===== src/rtl/serial_pkg.sv =====
// Shared types and ASCII constants for the serial hex formatter.
// SERIAL_HEX_PREFIX_EN adds the PFX0/PFX1 states used to print "0x".
package serial_pkg;

  typedef enum logic [2:0] {
    ST_IDLE,
`ifdef SERIAL_HEX_PREFIX_EN
    ST_PFX0,
    ST_PFX1,
`endif
    ST_DIGIT,
    ST_CR,
    ST_LF
  } hexfmt_state_t;

  localparam logic [7:0] ASCII_NUL = 8'h00;
  localparam logic [7:0] ASCII_0   = 8'h30;
  localparam logic [7:0] ASCII_X   = 8'h78;
  localparam logic [7:0] ASCII_A   = 8'h41;
  localparam logic [7:0] ASCII_CR  = 8'h0D;
  localparam logic [7:0] ASCII_LF  = 8'h0A;

endpackage


===== src/rtl/hex_nibble_ascii.sv =====
// Combinational converter from one 4-bit nibble to its uppercase ASCII hex digit.
module hex_nibble_ascii
  import serial_pkg::*;
(
  input  logic [3:0] nib,
  output logic [7:0] ascii
);

  // 0..9 map onto '0'..'9', A..F onto 'A'..'F'
  always_comb begin
    ascii = ASCII_0;
    if (nib < 4'd10) begin
      ascii = ASCII_0 + {4'h0, nib};
    end else begin
      ascii = ASCII_A + {4'h0, nib - 4'd10};
    end
  end

endmodule


===== src/rtl/serial_hex_fmt.sv =====
// Prints a parallel word as uppercase ASCII hex followed by CR LF, one byte at
// a time into serial_tx. Define SERIAL_HEX_PREFIX_EN to start each line with "0x".
//
// state    | meaning
// ---------+---------------------------------------------------------
// ST_IDLE  | waiting for a word, data_ready high
// ST_PFX0  | presenting '0' of the prefix (prefix builds only)
// ST_PFX1  | presenting 'x' of the prefix (prefix builds only)
// ST_DIGIT | presenting the nibble selected by idx, MSB first
// ST_CR    | presenting carriage return
// ST_LF    | presenting line feed, then back to idle
module serial_hex_fmt
  import serial_pkg::*;
#(
  parameter int WIDTH = 16
) (
  input  logic             clk12,
  input  logic             rst_n,
  input  logic [WIDTH-1:0] data,
  input  logic             data_valid,
  output logic             data_ready,
  output logic [7:0]       sbyte,
  output logic             sbyte_rdy,
  input  logic             ack,
  output logic             busy
);

  localparam int NDIG = WIDTH / 4;
  localparam int IDXW = (NDIG > 1) ? $clog2(NDIG) : 1;
  localparam logic [IDXW-1:0] IDX_TOP = IDXW'(NDIG - 1);

  hexfmt_state_t    state_q, state_d;
  logic [WIDTH-1:0] word_q, word_d;
  logic [IDXW-1:0]  idx_q, idx_d;
  logic [3:0]       nib;
  logic [7:0]       digit_ascii;

  // state, word and digit index registers
  always_ff @(posedge clk12 or negedge rst_n) begin
    if (!rst_n) begin
      state_q <= ST_IDLE;
      word_q  <= '0;
      idx_q   <= '0;
    end else begin
      state_q <= state_d;
      word_q  <= word_d;
      idx_q   <= idx_d;
    end
  end

  // next-state logic: accept a word in idle, otherwise advance on ack
  always_comb begin
    state_d = state_q;
    word_d  = word_q;
    idx_d   = idx_q;
    case (state_q)
      ST_IDLE: begin
        if (data_valid) begin
          word_d  = data;
          idx_d   = IDX_TOP;
`ifdef SERIAL_HEX_PREFIX_EN
          state_d = ST_PFX0;
`else
          state_d = ST_DIGIT;
`endif
        end
      end
`ifdef SERIAL_HEX_PREFIX_EN
      ST_PFX0: if (ack) state_d = ST_PFX1;
      ST_PFX1: if (ack) state_d = ST_DIGIT;
`endif
      ST_DIGIT: begin
        if (ack) begin
          if (idx_q == '0) begin
            state_d = ST_CR;
          end else begin
            idx_d = idx_q - IDXW'(1);
          end
        end
      end
      ST_CR:   if (ack) state_d = ST_LF;
      ST_LF:   if (ack) state_d = ST_IDLE;
      default: state_d = ST_IDLE;
    endcase
  end

  // select the nibble addressed by the registered digit index
  always_comb begin
    nib = '0;
    for (int i = 0; i < NDIG; i++) begin
      if (idx_q == IDXW'(i)) nib = word_q[i*4 +: 4];
    end
  end

  hex_nibble_ascii u_nib (
    .nib   (nib),
    .ascii (digit_ascii)
  );

  // outputs decode from registered state only, so ack never loops back into sbyte
  always_comb begin
    sbyte      = ASCII_NUL;
    sbyte_rdy  = 1'b1;
    data_ready = 1'b0;
    busy       = 1'b1;
    case (state_q)
      ST_IDLE: begin
        sbyte_rdy  = 1'b0;
        data_ready = 1'b1;
        busy       = 1'b0;
      end
`ifdef SERIAL_HEX_PREFIX_EN
      ST_PFX0:  sbyte = ASCII_0;
      ST_PFX1:  sbyte = ASCII_X;
`endif
      ST_DIGIT: sbyte = digit_ascii;
      ST_CR:    sbyte = ASCII_CR;
      ST_LF:    sbyte = ASCII_LF;
      default: begin
        sbyte_rdy  = 1'b0;
        data_ready = 1'b1;
        busy       = 1'b0;
      end
    endcase
  end

endmodule


===== config.mk =====
export PLATFORM = sky130hd
export DESIGN_NAME = serial_hex_fmt
export DESIGN_NICKNAME = d
export VERILOG_FILES = /design/src/rtl/serial_pkg.sv /design/src/rtl/hex_nibble_ascii.sv /design/src/rtl/serial_hex_fmt.sv
export SDC_FILE = /design/constraint.sdc
export NUM_CORES = 1
export LEC_CHECK = 0
export CELL_PAD_IN_SITES_DETAIL_PLACEMENT = 2
export CELL_PAD_IN_SITES_GLOBAL_PLACEMENT = 2
export CORE_UTILIZATION = 34
export CTS_BUF_LIST = sky130_fd_sc_hd__clkbuf_8
export CTS_CLUSTER_DIAMETER = 200
export CTS_CLUSTER_SIZE = 14
export DETAILED_ROUTE_END_ITERATION = 8
export HOLD_SLACK_MARGIN = 0.05
export PLACE_DENSITY = 0.95
export SLEW_MARGIN = 20
export SYNTH_ARGS = -nofsm -noshare
export SYNTH_HDL_FRONTEND = slang
export SYNTH_SLANG_ARGS = --single-unit

===== constraint.sdc =====
create_clock -name clk12 -period 6.3 [get_ports clk12]
set_input_delay 1.26 -clock clk12 [delete_from_list [all_inputs] [get_ports clk12]]
set_output_delay 1.26 -clock clk12 [all_outputs]
set_load 0.02 [all_outputs]

==> results of run 1 <==
[final timing paths]
path                       depth (start not counted)    endpoint       start  slack (ns)
max                                               10    sbyte[2]    idx_q[0]        1.77
min reg2reg                                        1   word_q[0]   word_q[0]        0.52
max reg2reg                                        6  state_q[1]  state_q[1]        4.06
min                                                1   word_q[0]   word_q[0]        0.52
max in group asynchronous                          1  state_q[1]       rst_n        4.22
min in group asynchronous                          1   word_q[8]       rst_n        1.51
[power by group through the flow]
stage | clock network (mW) | registers (mW) | logic, mW
floorplan | 0 | 0.225 | 0.397
global placement | 0 | 0.239 | 0.532
detailed placement | 0 | 0.244 | 0.570
CTS | 0.134 | 0.242 | 0.580
global route | 0.138 | 0.250 | 0.631
finish | 0.130 | 0.241 | 0.572
[layer usage]
layer  global-route usage (%)  routed length [um]
met1                     24.3                1480
met2                     33.6                1740
met3                     2.74                  93
met4                     6.69                  38
met5                        0                   0
[cell usage in the layout (no fill, tap or decap), drive strengths merged, types with 7 or more instances in the layout]
cell type,Yosys,routed
a21oi,7,7
clkdlybuf4s50,0,29
dfrtp,20,20
ha,11,11
inv,10,10
mux2,17,17
nand2,10,10
nor2,7,7
[cells by family (layout without fill, tap and decap cells)]
family	count (synthesis)	count (layout)	share of synthesized area, %
flops	20	20	39.6
simple gates	30	30	12.0
mux	17	17	15.1
xor+xnor	1	1	0.693
compound gates	28	28	16.3
buf+inv	15	43	5.14
other cells	1	1	0.296
fa+ha+maj	11	11	10.9
[worst register-to-register path, stage by stage (launching register included)]
cell,delay (ns)
sky130_fd_sc_hd__dfrtp_1,0.44
sky130_fd_sc_hd__inv_1,0.15
sky130_fd_sc_hd__ha_1,0.40
sky130_fd_sc_hd__inv_1,0.18
sky130_fd_sc_hd__o22ai_1,0.39
sky130_fd_sc_hd__a211o_1,0.23
sky130_fd_sc_hd__mux2_2,0.35
[metrics by stage]
step	utilization, %	hold slack [ns]	std cells
3_5_place_dp	46.1	0.496	193
2_1_floorplan	-	0.479	123
3_3_place_gp	46.1	0.492	193
6_report	48.1	0.518	197
5_1_grt	48.1	0.537	197
4_1_cts	48.1	0.521	197
[state kept, by name, indices dropped and copies added (netlist names)]
register  cells
word_q       16
state_q       2
idx_q         2
[area by class of cell]
cell class	count	share of cell area, %
flip-flops and latches	20	30.2
multi-input cells	88	42.2
well taps	46	3.47
inverters	10	2.27
clock inverters	1	1.81
clock buffers	3	2.49
repair buffers	29	17.5
==> results.md, run 1 <==
## Setup path
- flop — startpoint kind of the worst setup timing path
- 5.04 ns — endpoint required time on the critical path
- 0.64 ns — Largest stage delay, worst path
- inv_1 > ha_1 > nand3b_1 > a221oi_2 > inv_1 > ha_1 > xnor2_1 > nand4_1 > a22oi_1 > clkdlybuf4s50_1 — ordered cell list for the critical path
- 3 — count of buffering cells on the critical path with inverters included
- 3.27 ns — critical path arrival
- primary output — type of destination of the critical path
- buffers and inverters — kind of cell adding the most delay to the critical path
- 8 — critical path peak fanout
- flop to primary output — critical path type
- sky130_fd_sc_hd__clkdlybuf4s50_1 — slowest cell on the critical path

## Clock tree
- 0.26 ns — source-to-sink clock delay at the later pin of the worst-skew pair
- sky130_fd_sc_hd__clkbuf_8 — clock root cell
- 2 — maximum buffer depth of the clock tree
- 0 — cts hold-fix bufs
- 20 — clock sinks
- done — clock tree from TritonCTS
- 3 — clock buffers created by TritonCTS
- 0 — number of setup buffers added after CTS
- 1 — H-tree Lvls
- 0 — post_cts resized
- 0.08 ns — clock transition time at the flip-flop clock pins of the worst setup and hold paths

## Drt
- 5.24 — number of vias per cell after detailed routing
- 3360 um — routed wire length
- 17.0 um — WL per Instance
- 0 — DRC errors left
- 0 — count of antenna-violating nets left after detailed routing
- 1033 — via count
- 4 — total iterations of the first detailed-routing run
- 33 — Iteration-0 DRC Markers

## STA
- 0.00294 ns — final clock skew
- 0 — Hold Violations, Final
- 0.925 ns — actual slew at the worst max-slew pin
- 1.77 ns — final critical-path setup slack
- 0.221 GHz — Highest Clock Rate
- no — unrepaired setup endpoints after global routing
- 71.9% — period utilization
- 0 ns — final-layout setup total negative slack
- 38.1% — worst slew slack as a fraction of its limit
- 0 — number of pins exceeding their max-slew limit in the final report
- 4.53 ns — fin crit period
- 0 — setup-violating endpoint count in the final report

## Synthesis
- 39.6% — sequential area share after synthesis
- 0 — number of synthesized flops with an enable pin
- sky130_fd_sc_hd__dfrtp_1 (20), sky130_fd_sc_hd__mux2_2 (17), sky130_fd_sc_hd__ha_1 (11) — Post-synth top cells
- 0 — number of synthesis warnings
- 154 — Synth Net Count
- 39.6% — fraction of post-synthesis cell area in the top cell type by area
- 10.3 um2 — Syn Area/Cell
- 37 — number of distinct library cells after synthesis
- 123 — number of instances in the synthesized netlist
- sky130_fd_sc_hd__dfrtp_1 (40%), sky130_fd_sc_hd__mux2_2 (15%), sky130_fd_sc_hd__ha_1 (11%), sky130_fd_sc_hd__inv_1 (3.0%), sky130_fd_sc_hd__nand2_1 (3.0%) — top post-synthesis cells by area
- 1260 um2 — area of the mapped netlist
- sky130_fd_sc_hd__dfrtp_1 — largest area contributor in the synthesized netlist
- sky130_fd_sc_hd__dfrtp_1 — most instantiated flip-flop cell in the synthesis netlist
- 20 — number of storage elements in the synthesis netlist
- 100% — share of synthesized registers carrying an async set or reset
- sky130_fd_sc_hd__dfrtp_1 — library cell with the highest instance count after synthesis

## Global routing
- 21 — maximum number of pins on one net before global-route repair
- 1163 — number of global-route vias before repair
- 19.4% — global router's overall resource usage
- 0 — GRT Residual Overflow
- 0 — initial antenna violation count
- 5910 um — first-pass GRT wire length

## Floorplan
- 21 — number of placement rows
- 3440 um2 — area of the core region
- 63.0 um — Die X
- 63.0 um — height of the die
- 3970 um2 — die area
- 36.8% — Starting Density
- 31 — number of I/O pins

## Pwr
- 13.7% — clock network power share
- 569 nW/um2 — Pwr Density
- 0.686 nW — P_leak
- 42.4% — share of total power consumed by net switching
- 0.543 mW — internal power contribution
- 0.000166 V — Max rail drop VDD
- 25.5% — proportion of power drawn by flip-flops and latches
- 60.7% — combinational group share of total power
- 0.943 mW — total design power
- 0.400 mW — switching power summed over all nets

## Cells and area
- 0 — number of antenna repair diodes
- 500 um2 — flip-flop and latch area
- 358 — # fillers
- 699 um2 — total area of multi-input combinational cells
- 1660 um2 — area of all placed cells without fillers
- 183 — Post-layout nets
- 16.6% — fraction of layout instances using a drive strength above 1
- 31.0% — Area growth syn-to-layout

## Status
- complete, no violations — result of the run

## Placement
- 0.824 — routability congestion estimate from global placement
- 29 — Port Buf Inserts
- 2.10 ns — DP Worst Slack
- 1590 um2 — Placed Area
- 2640 um — Post-DP HPWL

## Run
- 0 — max capacitance violation total

## Hold path
- flop to flop — Hold/Removal Path Class

Note: power is estimated with default switching activity, not from simulation.
==> inputs of run 2 (changes only) <==
CORE_UTILIZATION = 28   (was 34)
PLACE_DENSITY = 0.86   (was 0.95)
clock period = 3.94 ns   (was 6.3 ns; I/O delays follow)
==> run 2 against run 1 <==
Wire length is 17% higher. Die area increased by 21%. Critical path depth fell by 1. Non-clock buffer count up 2. Worst setup slack worse by 1.6 ns. Via count grew 7.2%.
==> results.md, run 2 (synthesized netlist as in run 1, its figures left out) <==
## Status
- complete, no violations — result of the run

## STA
- 0 — setup-violating endpoint count in the final report, unchanged
- 0 ns — final-layout setup total negative slack, unchanged
- 0.951 ns — actual slew at the worst max-slew pin, +0.0260 ns
- 0.262 GHz — Highest Clock Rate
- 3.82 ns — fin crit period
- 0 — Hold Violations, Final, unchanged
- 96.9% — period utilization
- 0 — number of pins exceeding their max-slew limit in the final report, unchanged
- 0.00327 ns — final clock skew, +0.000330 ns
- 36.4% — worst slew slack as a fraction of its limit, -1.7 points

## Global routing
- 0 — initial antenna violation count, unchanged
- 6290 um — first-pass GRT wire length, +6.4%
- 1228 — number of global-route vias before repair, +5.6%
- 0 — GRT Residual Overflow, unchanged
- 16.9% — global router's overall resource usage, -2.5 points
- 21 — maximum number of pins on one net before global-route repair, unchanged

## Drt
- 19.1 um — WL per Instance, +12%
- 0 — DRC errors left, unchanged
- met4 — top layer in use
- 4 — total iterations of the first detailed-routing run, unchanged
- 2000 um — total length of routed met2 wires, +14%
- 5.40 — number of vias per cell after detailed routing, +3.0%
- 0 — count of antenna-violating nets left after detailed routing, unchanged
- 28 — Iteration-0 DRC Markers, -15%
- 1107 — via count, +7.2%
- 115 um — routed length on met3, +24%
- 3910 um — routed wire length, +17%
- 1690 um — met1 layer wirelength in the final routing, +14%

## Placement
- 2840 um — Post-DP HPWL, +7.7%
- 29 — Port Buf Inserts, unchanged
- 1590 um2 — Placed Area, +0.47%
- 0.772 — routability congestion estimate from global placement, -6.3%

## Cells and area
- 1710 um2 — area of all placed cells without fillers, +3.2%
- sky130_fd_sc_hd__clkdlybuf4s50_1 — commonest non-fill, non-tap cell in the layout
- 16 — flip-flop count of the largest register after layout, unchanged
- word_q x16, idx_q x2, state_q x2 — Largest regs
- 20.9% — fraction of layout instances using a drive strength above 1, +4.4 points
- 39.3% — final core utilization, -8.8 points
- 0 — number of antenna repair diodes, unchanged
- 466 — # fillers, +30%
- word_q — register name with the most flops
- 185 — Post-layout nets, +1.1%
- 35.2% — Area growth syn-to-layout
- sky130_fd_sc_hd__clkdlybuf4s50_1 (28), sky130_fd_sc_hd__dfrtp_1 (20), sky130_fd_sc_hd__mux2_2 (17) — commonest cells after routing, fill and taps aside

## Pwr
- 0.000315 V — Max rail drop VDD, +90%
- 1.59 mW — total design power, +68%
- 927 nW/um2 — Pwr Density, +63%
- 0.709 nW — P_leak, +3.3%

## Setup path
- 3.15 ns — endpoint required time on the critical path, -1.89 ns
- 3 — count of buffering cells on the critical path with inverters included, unchanged
- flop — startpoint kind of the worst setup timing path
- 3.03 ns — critical path arrival, -0.24 ns
- inv_1 > ha_2 > nand3b_1 > a221oi_4 > inv_1 > ha_1 > nand3b_1 > a21oi_1 > clkdlybuf4s50_1 — ordered cell list for the critical path
- 0.62 ns — Largest stage delay, worst path, -0.02 ns
- 1.72 ns — slack of the worst reg-to-reg path, -2.34 ns
- 8 — critical path peak fanout, unchanged
- flop to primary output — critical path type
- primary output — type of destination of the critical path
- sky130_fd_sc_hd__clkdlybuf4s50_1 — slowest cell on the critical path
- buffers and inverters — kind of cell adding the most delay to the critical path

## Clock tree
- 0 — cts hold-fix bufs, unchanged
- sky130_fd_sc_hd__clkbuf_8 — clock root cell
- 1 — H-tree Lvls, unchanged
- 2 — maximum buffer depth of the clock tree, unchanged
- done — clock tree from TritonCTS
- 0.27 ns — source-to-sink clock delay at the later pin of the worst-skew pair, about the same
- 20 — clock sinks, unchanged
- 0.08 ns — clock transition time at the flip-flop clock pins of the worst setup and hold paths, about the same
- 3 — clock buffers created by TritonCTS, unchanged

## Hold path
- flop to flop — Hold/Removal Path Class

## Floorplan
- 69.2 um — Die X, +9.9%
- 31 — number of I/O pins, unchanged
- 69.2 um — height of the die, +9.9%
- 4350 um2 — area of the core region, +26%
- 24 — number of placement rows, +14%
- 29.1% — Starting Density, -7.7 points
- 4790 um2 — die area, +21%

## Run
- 0 — max capacitance violation total, unchanged

==> run 2: worst paths after layout <==
kind                             from    endpoint  cells past startpoint
setup / recovery             idx_q[1]    sbyte[4]                      9
hold / removal              word_q[4]   word_q[4]                      1
setup reg to reg           state_q[1]  state_q[1]                      6
hold reg to reg             word_q[4]   word_q[4]                      1
max in group asynchronous       rst_n    idx_q[1]                      1
min in group asynchronous       rst_n  word_q[12]                      1
==> run 2: metal layers <==
metal | global-route usage, % | up-vias
li1 | - | 503
met1 | 20.0 | 569
met2 | 30.3 | 25
met3 | 3.05 | 10
met4 | 6.12 | 0
met5 | 0 | -
==> run 2: through the flow <==
step | hold slack (ns) | std cells | setup WS [ns]
after detailed placement | 0.502 | 199 | 0.242
after global routing | 0.542 | 205 | -0.00620
after CTS | 0.520 | 205 | 0.0509
after global placement | 0.495 | 199 | 0.456
final | 0.525 | 205 | 0.121
after floorplan | 0.479 | 123 | 0.954
==> run 2: area by class of cell <==
cell class,instances,area [um2],share of cell area [%]
Timing Repair Buffer,31,308,18.0
Inverter,10,37.5,2.19
Clock inverter,1,30.0,1.76
Multi-Input combinational cell,88,728,42.6
Tap cell,52,65.1,3.80
Sequential cell,20,500,29.3
Clock buffer,3,41.3,2.41
==> run 2: what timing repair did <==
item / 4_1_cts / 5_1_grt
pin swaps: 1 / 0
setup buffers: 2 / 0
setup endpoints to repair: 2 / 5
gates resized for setup: 3 / 4
==> run 2: power by group <==
part / switching, mW / total (mW) / internal (mW)
clock network: 0.0791 / 0.215 / 0.136
logic: 0.528 / 0.979 / 0.451
registers: 0.0830 / 0.392 / 0.309
